File: src/rtl/mux_arb_rr.sv
// N-channel, W-bit registered mux with valid/ready on every port.
// Selection is either an external channel index (fixed) or round-robin arbitration.
module mux_arb_rr #(
  parameter int unsigned N = 4,
  parameter int unsigned W = 8
) (
  input  logic                   clk,
  input  logic                   reset,
  input  logic                   mode,
  input  logic [$clog2(N)-1:0]   sel,
  input  logic [N*W-1:0]         in_data,
  input  logic [N-1:0]           in_valid,
  output logic [N-1:0]           in_ready,
  output logic [W-1:0]           out_data,
  output logic [$clog2(N)-1:0]   out_chan,
  output logic                   out_valid,
  input  logic                   out_ready
);

  localparam int unsigned SW = $clog2(N);

  logic [W-1:0]  out_data_q, out_data_d;
  logic [SW-1:0] out_chan_q, out_chan_d;
  logic          out_valid_q, out_valid_d;
  logic [SW-1:0] last_q, last_d;

  logic          grant_vld;
  logic [SW-1:0] grant;
  logic [W-1:0]  grant_data;
  logic          acc;
  logic          xfer;
  logic [N-1:0]  in_ready_c;

  // Grant decision: fixed index, or first valid channel after the RR pointer (wrapping).
  always_comb begin
    grant_vld  = 1'b0;
    grant      = '0;
    grant_data = '0;
    if (!mode) begin
      for (int unsigned k = 0; k < N; k++) begin
        if (SW'(k) == sel && in_valid[k]) begin
          grant_vld = 1'b1;
          grant     = SW'(k);
        end
      end
    end else begin
      for (int unsigned k = 0; k < N; k++) begin
        if (!grant_vld && in_valid[k] && SW'(k) > last_q) begin
          grant_vld = 1'b1;
          grant     = SW'(k);
        end
      end
      // Nothing above the pointer: wrap to the lowest valid channel.
      for (int unsigned k = 0; k < N; k++) begin
        if (!grant_vld && in_valid[k]) begin
          grant_vld = 1'b1;
          grant     = SW'(k);
        end
      end
    end
    for (int unsigned k = 0; k < N; k++) begin
      if (SW'(k) == grant) grant_data = in_data[k*W +: W];
    end
  end

  // Output stage free or draining this cycle; reset suppresses any handshake.
  always_comb begin
    acc        = !out_valid_q || out_ready;
    xfer       = grant_vld && acc && !reset;
    in_ready_c = '0;
    for (int unsigned k = 0; k < N; k++) begin
      in_ready_c[k] = xfer && (grant == SW'(k));
    end
  end

  // Next state of the output register and RR pointer.
  always_comb begin
    out_valid_d = out_valid_q;
    out_data_d  = out_data_q;
    out_chan_d  = out_chan_q;
    last_d      = last_q;
    if (xfer) begin
      out_valid_d = 1'b1;
      out_data_d  = grant_data;
      out_chan_d  = grant;
      if (mode) last_d = grant;
    end else if (out_valid_q && out_ready) begin
      out_valid_d = 1'b0;
    end
  end

  always_ff @(posedge clk) begin
    if (reset) begin
      out_valid_q <= 1'b0;
      out_data_q  <= '0;
      out_chan_q  <= '0;
      last_q      <= SW'(N - 1);
    end else begin
      out_valid_q <= out_valid_d;
      out_data_q  <= out_data_d;
      out_chan_q  <= out_chan_d;
      last_q      <= last_d;
    end
  end

  assign in_ready  = in_ready_c;
  assign out_data  = out_data_q;
  assign out_chan  = out_chan_q;
  assign out_valid = out_valid_q;

endmodule

File: config.mk
export PLATFORM = sky130hd
export DESIGN_NAME = mux_arb_rr
export DESIGN_NICKNAME = d
export VERILOG_FILES = /design/src/rtl/mux_arb_rr.sv
export SDC_FILE = /design/constraint.sdc
export NUM_CORES = 1
export LEC_CHECK = 0
export CORE_MARGIN = 3
export CORE_UTILIZATION = 40
export DETAILED_ROUTE_END_ITERATION = 6
export DONT_BUFFER_PORTS = 1
export GPL_ROUTABILITY_DRIVEN = 0
export PLACE_DENSITY_LB_ADDON = 0.25
export SLEW_MARGIN = 40
export SYNTH_ARGS = -nofsm -noshare
export SYNTH_HDL_FRONTEND = slang
export SYNTH_SLANG_ARGS = --single-unit
File: constraint.sdc
create_clock -name clk -period 1.7 [get_ports clk]
set_input_delay 0.255 -clock clk [delete_from_list [all_inputs] [get_ports clk]]
set_output_delay 0.255 -clock clk [all_outputs]
set_load 0.02 [all_outputs]
# Yosys cells after proc, flatten, opt, wreduce, memory -nomap -nowiden
# Index checks and enable logic that the tools add are counted.
# word_totals
reg_bits,13
input_bits,42
output_inout_bits,15
wordCells,90
# op_classes
n_mux,37
n_eq_ne,9
n_lt_le_gt_ge,4
reduce_logical,36
# op_table
cell,count
two-way mux 8 bit,4
two-way mux 1 bit,24
logical AND 1 bit,22
two-way mux 2 bit,9
logical NOT 1 bit,9
"== test 2 bit, first input constant",4
"== test 1 x 2 -> 1 bit, first input constant",2
"== test 2 bit, second input constant",2
"> comparator 1 x 2 -> 1 bit, first input constant",2
"> comparator 2 bit, first input constant",2
logical NOT 2 bit,2
"== test 2 x 1 -> 1 bit, second input constant",1
AND reduction 2 bit,1
nonzero test 2 bit,1
logical OR 1 bit,1

# Depth between registers and ports, before layout
# Gate-level depths: netlist of the first run.
# depth
depth_word,40
depth_mapped,7
depth_no_buf,5

# Least setup slack after synthesis of the first run
# Ideal clock, no wire load.
# synth_path
kind,input to output
startpoint,in sel[1]
endpoint,out in_ready[2]
path_buffers,1
arrival_time_ns,1.633
t_required_ns,1.445
stages,6
slack_ns,-0.188
cell_sequence,mux2_2 > a21oi_1 > a41oi_1 > buf_2 > or2_2 > a21oi_1
# synth_between
elab_chain_len,10
word_cells_on_any_way,21
cone_classes,eq/ne: 4; mux: 9; reduce/logical: 8
# synth_rtl
element,line,text
from (decl),10,"input logic [$clog2(N)-1:0] sel,"
logical NOT 2 bit,41,if (SW'(k) == sel && in_valid[k]) begin
logical AND 1 bit,41,
two-way mux 1 bit (4 in a row),41,
two-way mux 1 bit,39,if (!mode) begin
logical AND 1 bit (2 in a row),69,xfer = grant_vld && acc && !reset;
logical AND 1 bit (*),72,in_ready_c[k] = xfer && (grant == SW'(k));
to (decl),13,"output logic [N-1:0] in_ready,"
# Mark *: on every way between the ends. The rest lies on a longest branch, timed or not.

# Worst setup path in the final report of the first run
# layout_path
startpoint,reg last_q[0]
endpoint,out in_ready[2]
# layout_between
elab_chain_len,38
word_cells_on_any_way,50
cone_classes,order compare: 4; eq/ne: 1; mux: 24; reduce/logical: 21
# layout_rtl
element,line,text
from (decl),25,"logic [SW-1:0] last_q, last_d;"
from (signal assigned),97,last_q <= SW'(N - 1);
from (signal assigned),102,last_q <= last_d;
> comparator 1 x 2 -> 1 bit,48,if (!grant_vld && in_valid[k] && SW'(k) > last_q) begin
logical AND 1 bit,48,
two-way mux 1 bit,48,
two-way mux 1 bit,39,
logical NOT 1 bit,48,
logical AND 1 bit (2 in a row),48,
two-way mux 1 bit,48,
two-way mux 1 bit,39,
[20 not listed],--,
two-way mux 1 bit,55,if (!grant_vld && in_valid[k]) begin
two-way mux 1 bit,39,
logical NOT 1 bit,55,
logical AND 1 bit,55,
two-way mux 1 bit,55,
two-way mux 1 bit,39,
logical AND 1 bit (2 in a row),69,
logical AND 1 bit (*),72,
# Mark *: on every way between the ends. The rest lies on a longest branch, timed or not. The select of a mux whose other input is x is not followed.

==> out/qor.csv, run 1 <==
stage;metric;value;unit
synth;post-synth top area cell;dfxtp_1;
cells_and_area;area of the multi-input gates;832.0;um2
clock_network;CTS tree;yes;
detailed_routing;TritonRoute pass-1 iters;4;
timing;Tmin final;1.972;ns
cells_and_area;share of cells above drive strength 1;44.27;%
timing;Clock Skew;0.004191;ns
grt;number of global-route vias before repair;980;
placed_design;HPWL after DPL;2185;um
synth;Top FF cell, synth;dfxtp_1;
synth;top cells by count, synth;16 x and2_1, 13 x dfxtp_1, 8 x a221oi_1, 8 x a221oi_2, 8 x nand3b_1;
detailed_routing;First DRT Iteration DRCs;27;
critical_path;Max FO, Critical Path;3;
detailed_routing;Routed WL;3225;um
cells_and_area;fillcell total;207;
synth;Area contributors post-synth;dfxtp_1 25%, a221oi_2 12%, and2_1 9.7%;
critical_path;WP buf/inv;0;
flow_run;maxcap violations;0;
grt;GR Util All Layers;18.93;%
timing;post-route setup slack;-0.2720;ns
synth;synthesized flop and latch total;13;
critical_path;Top Family by Delay on Critical Path;simple AND/OR/NAND/NOR gates;
grt;largest net degree at the start of global routing;15;
outcome;status;complete, but fails checks;
cells_and_area;ANT cells;0;
clock_network;htree depth;1;
detailed_routing;Post-DRT Antenna Nets;0;
floorplanning;Die Ht;56.86;um
grt;GRT overflow;0;
timing;RSZ-0062 raised after global routing;yes;
timing;final hold vios;0;
floorplanning;Starting Density;44.22;%
synth;Post-synth EDFFs;0;
clock_network;Clk Latency, worst-skew pair;0.27;ns
grt;first-pass GRT wire length;4692;um
floorplanning;num ports;57;
timing;f_max;507.1;MHz
hold_path;HP Class;in2reg;
outcome;failing checks;negative setup slack;
clock_network;CTS Buf Count;3;
floorplanning;die footprint;0.003233;mm2
timing;transition time of the tightest slew-check pin;0.4854;ns
placed_design;dpl cell area;0.001145;mm2
timing;fin crit share;116.0;%
placed_design;IO buf count;0;
synth;Mapped Area;0.001035;mm2
pwr;pwr/cell area;715.6;mW/mm2
synth;post-synthesis average cell area;9.322;um2
synth;synth unique cells;36;
cells_and_area;Layout Cell Area excl Fill;0.001350;mm2
critical_path;crit path capture type;output pin;
cells_and_area;FF/Latch Area;261.5;um2
clock_network;Clock transition at path regs;0.08;ns
detailed_routing;average wire per standard cell;20.28;um
timing;Min Hold Slack;0.04145;ns
critical_path;WP data required;1.44;ns
critical_path;crit-path max cell delay;0.34;ns
cells_and_area;area delta synth->final;30.47;%
floorplanning;row count;17;
clock_network;Clock Sinks;13;
synth;most frequent cell after synthesis;and2_1;
pwr;Lkg Pwr;0.4913;nW
detailed_routing;vias post-DR;1006;
critical_path;CP startpoint kind;flip-flop;
floorplanning;core area;0.002340;mm2
clock_network;CTS Buffer Depth;2;
synth;register area share after synthesis;25.15;%
synth;Syn. warnings;0;
pwr;worst ir drop on vdd;0.0003885;V
grt;initial antenna violation count;0;
floorplanning;chip width;56.86;um
synth;asr flop ratio synth;0;%
synth;Yosys top cell area share;25.15;%
cells_and_area;Post-layout nets;174;
synth;syn_nets;153;
critical_path;slowest CP cell;dfxtp_2;
critical_path;Worst Path Arrival;1.72;ns
detailed_routing;drt via density;6.327;
detailed_routing;DRC;0;
critical_path;CP Class;reg2out;
clock_network;CTS root buf;clkbuf_4;
timing;Slew HR;67.30;%
synth;Syn Inst Count;111;
timing;Slew Limit Fails;0;
timing;# setup viols final;12;
critical_path;crit-path cells;and2b_2 -> o21ai_4 -> a41oi_4 -> or2_4 -> a21oi_4;
## through the flow
stage | total power, W | setup TNS, ns | utilization (%) | worst slack, ns | cells
final | 0.0009661 | -1.790 | 57.70 | -0.2720 | 159
after CTS | 0.0009257 | -1.528 | 52.99 | -0.2453 | 153
after floorplan | 0.0006431 | 0 | - | 0.03265 | 111
after detailed placement | 0.0007077 | -0.9592 | 48.93 | -0.1590 | 145
after global routing | 0.001026 | -2.629 | 57.70 | -0.3408 | 159
after global placement | 0.0006995 | -0.09790 | 48.93 | -0.03039 | 145
## cells in the final DEF, fill, tap and decap left out, types with 2 or more instances in the layout
master / synthesis / routed
buf_6: 3 / 4
mux2_2: 2 / 2
a21oi_4: 0 / 2
dfxtp_1: 13 / 12
buf_4: 1 / 20
nand2b_1: 4 / 3
nor2_1: 4 / 3
a221oi_2: 8 / 10
a221oi_1: 8 / 6
or2_4: 0 / 2
and2_1: 16 / 16
o21ai_0: 4 / 3
o21ai_4: 0 / 2
nand3b_1: 8 / 8
a21oi_1: 5 / 2
nand2_1: 2 / 2
nor2b_1: 3 / 2
o31ai_1: 7 / 7
clkbuf_4: 0 / 3
## per-layer routing
layer  global-route usage, %  up-vias  wire (um)  share of wire, %
li1                        -      481          -                 -
met5                       0        -          0                 0
met4                   6.954        0         27              0.84
met3                   5.747        2        282               8.7
met1                   25.62      471       1404                44
met2                   28.05       52       1511                47
## where the power goes
group	internal [W]	total (W)	switching, W
registers	0.000345	0.000416	0.0000713
clock network	0.0000908	0.000194	0.000103
logic	0.000179	0.000356	0.000177
## final cells by class
cell class | instances | area share [%]
multi-input cells | 90 | 61.63
flip-flops and latches | 13 | 19.37
well taps | 28 | 2.595
clock buffers | 4 | 1.946
repair buffers | 24 | 14.46
## path summary, 6_finish.rpt
check / startpoint / endpoint / slack [ns] / cells after the start
max: last_q[0] / in_ready[2] / -0.27 / 5
min: reset / out_chan[0] / 0.04 / 1
max reg2reg: last_q[0] / out_data[5] / -0.16 / 9
min reg2reg: out_valid / out_valid / 0.50 / 2
## timing repair
item	4_1_cts	5_1_grt
setup endpoints to repair	11	12
gates resized for setup	9	11
pin swaps	5	6
setup buffers	4	10
hold buffers	0	0
## state kept, by name, summed over array words and instances, names as in the netlist
register	flops
last_q	2
out_chan	2
out_data	8
out_valid	1
## cell families after synthesis
family                 count (synthesis)  share of synthesized area, %
AOI/OAI and AO/OA                     42                         36.40
buffers and inverters                  8                         5.684
DFF                                   13                         25.15
muxes                                  4                         5.684
and+or+nand+nor                       44                         27.09
Power figures use the tool's default switching activity.
==> inputs of run 2 (changes only) <==
--- a/config.mk
+++ b/config.mk
@@ -5,12 +5,13 @@
 export SDC_FILE = /design/constraint.sdc
 export NUM_CORES = 1
 export LEC_CHECK = 0
+export BUFFER_PORTS_ARGS = -buffer_cell sky130_fd_sc_hd__clkbuf_2
 export CORE_MARGIN = 3
 export CORE_UTILIZATION = 40
 export DETAILED_ROUTE_END_ITERATION = 6
-export DONT_BUFFER_PORTS = 1
 export GPL_ROUTABILITY_DRIVEN = 0
-export PLACE_DENSITY_LB_ADDON = 0.25
+export MAX_ROUTING_LAYER = met4
+export PLACE_DENSITY = 0.83
 export SLEW_MARGIN = 40
 export SYNTH_ARGS = -nofsm -noshare
 export SYNTH_HDL_FRONTEND = slang
==> out/qor.csv, run 2 (same netlist as run 1, synthesis figures left out) <==
stage;metric;value;unit;change
cells_and_area;FF/Latch Area;262.8;um2;+0.48%
cells_and_area;area of the multi-input gates;832.0;um2;unchanged
cells_and_area;commonest non-fill, non-tap cell in the layout;clkbuf_2;;
timing;transition time of the tightest slew-check pin;0.3414;ns;-0.1441 ns
outcome;status;complete, but fails checks;;
timing;final hold vios;0;;unchanged
clock_network;htree depth;1;;unchanged
detailed_routing;TritonRoute pass-1 iters;4;;unchanged
hold_path;Worst Hold Launch;out_ready;;
clock_network;Clock transition at path regs;0.08;ns;about the same
placed_design;IO buf count;56;;+56
clock_network;Clk Latency, worst-skew pair;0.28;ns;about the same
cells_and_area;fillcell total;185;;-11%
detailed_routing;Post-DRT Antenna Nets;0;;unchanged
floorplanning;num ports;57;;unchanged
cells_and_area;Layout Cell Area excl Fill;0.001615;mm2;+20%
pwr;pwr/cell area;658.4;mW/mm2;-8.0%
flow_run;maxcap violations;0;;unchanged
timing;Clock Skew;0.001845;ns;-0.002347 ns
grt;initial antenna violation count;0;;unchanged
floorplanning;Starting Density;44.22;%;unchanged
cells_and_area;share of cells above drive strength 1;62.09;%;+18 points
timing;post-route setup slack;-0.2975;ns;-0.02547 ns
grt;met2 Use GR;38.61;%;+11 points
floorplanning;core area;0.002340;mm2;unchanged
placed_design;HPWL after DPL;2553;um;+17%
detailed_routing;average wire per standard cell;16.35;um;-19%
detailed_routing;Routed WL;3433;um;+6.4%
critical_path;R2R Path Start;last_q[0];;
grt;grt met1 use;24.45;%;-1.2 points
floorplanning;Die Ht;56.86;um;unchanged
detailed_routing;DRC;0;;unchanged
cells_and_area;Largest register FFs;8;;unchanged
grt;number of global-route vias before repair;1291;;+32%
placed_design;Inst Count DP;205;;+41%
critical_path;CP startpoint;last_q[0];;
critical_path;crit path capture type;output pin;;
timing;Slew Limit Fails;0;;unchanged
timing;Tmin final;1.998;ns;+0.02547 ns
critical_path;WP data required;1.44;ns;about the same
detailed_routing;drt via density;5.781;;-8.6%
clock_network;CTS tree;yes;;
hold_path;HP Class;in2reg;;
grt;largest net degree at the start of global routing;20;;+5
clock_network;CTS Buf Count;3;;unchanged
placed_design;dpl cell area;0.001455;mm2;+27%
grt;GRT overflow;0;;unchanged
placed_design;Place WS;-0.1714;ns;-0.01242 ns
timing;f_max;500.6;MHz;-1.3%
grt;Top Usage Layer GRT;met2;;
detailed_routing;First DRT Iteration DRCs;33;;+22%
clock_network;CTS Buffer Depth;2;;unchanged
clock_network;CTS root buf;clkbuf_4;;
critical_path;CP Class;reg2out;;
grt;first-pass GRT wire length;5664;um;+21%
cells_and_area;Finished Layout Cells;210;;+32%
timing;# setup viols final;4;;-8
critical_path;Worst Path Arrival;1.74;ns;+0.02 ns
pwr;worst ir drop on vdd;0.0003517;V;-9.5%
outcome;failing checks;negative setup slack;;
detailed_routing;vias post-DR;1214;;+21%
cells_and_area;most frequent cells in the layout;52 x clkbuf_2, 17 x buf_4, 16 x and2_1;;
timing;fin crit share;117.5;%;+1.5 points
hold_path;WHS Path Cells;3;;+2
critical_path;R2R depth;7;;-2
floorplanning;row count;17;;unchanged
critical_path;CP startpoint kind;flip-flop;;
clock_network;Clock Sinks;13;;unchanged
timing;Slew HR;77.00;%;+9.7 points
cells_and_area;Post-layout nets;225;;+29%
cells_and_area;ANT cells;0;;unchanged
pwr;Lkg Pwr;0.7090;nW;+44%
floorplanning;chip width;56.86;um;unchanged
grt;GR Util All Layers;22.45;%;+3.5 points
critical_path;Max FO, Critical Path;3;;unchanged
timing;RSZ-0062 raised after global routing;yes;;
grt;routing usage on met3;2.989;%;-2.8 points
floorplanning;die footprint;0.003233;mm2;unchanged
cells_and_area;area delta synth->final;56.11;%;
==> run 2: cell types whose count changed in the layout (fill, tap and decap cells not counted), moves of 3 or more <==
cell	previous run	this run
buf_4	20	17
a221oi_1	6	0
a221oi_2	10	15
clkbuf_2	0	52
==> run 2: final timing paths <==
check,to,slack [ns]
setup reg to reg,out_data[0],0.05
hold reg to reg,out_chan[0],0.46
setup / recovery,in_ready[2],-0.30
hold / removal,out_valid,0.26
==> run 2: cell type report <==
class / instances / area share (%)
sequential: 13 / 16.27
timing repair buffer: 75 / 28.43
multi-input combinational: 90 / 51.51
clock buffer: 4 / 1.627
tap: 28 / 2.169
==> run 2: repair_timing <==
action	CTS	global route
cloned	0	0
setup buffers	2	1
hold endpoints to repair	0	0
hold buffers	0	0
resized for setup	18	13
setup endpoints to repair	8	13
pin swaps	3	4
==> run 2: through the flow <==
step | power, W | hold slack (ns) | setup TNS (ns) | util (%)
6_report | 0.001064 | 0.2646 | -1.030 | 69.04
5_1_grt | 0.001131 | 0.2697 | -1.481 | 69.04
4_1_cts | 0.001043 | 0.2564 | -1.200 | 67.17
3_5_place_dp | 0.0008087 | 0.4495 | -1.366 | 62.19
3_3_place_gp | 0.0007920 | 0.4479 | -0.4758 | 62.19
2_1_floorplan | 0.0006431 | 0.4437 | 0 | -
==> run 2: where the power goes <==
group          switching (W)  internal, W  total (W)
sequential         0.0000233     0.000345   0.000369
combinational       0.000267     0.000228   0.000495
clock               0.000109    0.0000911   0.000200
==> run 2: layer usage <==
metal  share of wire (%)  vias to the layer above
met5                   0                        -
met4                 2.0                        0
met3                 3.6                        6
met2                  52                       34
met1                  42                      588
li1                    -                      586
==> run 2: critical path: stages, from the launching register on <==
cell and delay, ns:
dfxtp_2 0.35, and2b_2 0.24, o21ai_2 0.16, a41oi_2 0.17, or2_4 0.30, a21oi_4 0.13
buf_8 0.12
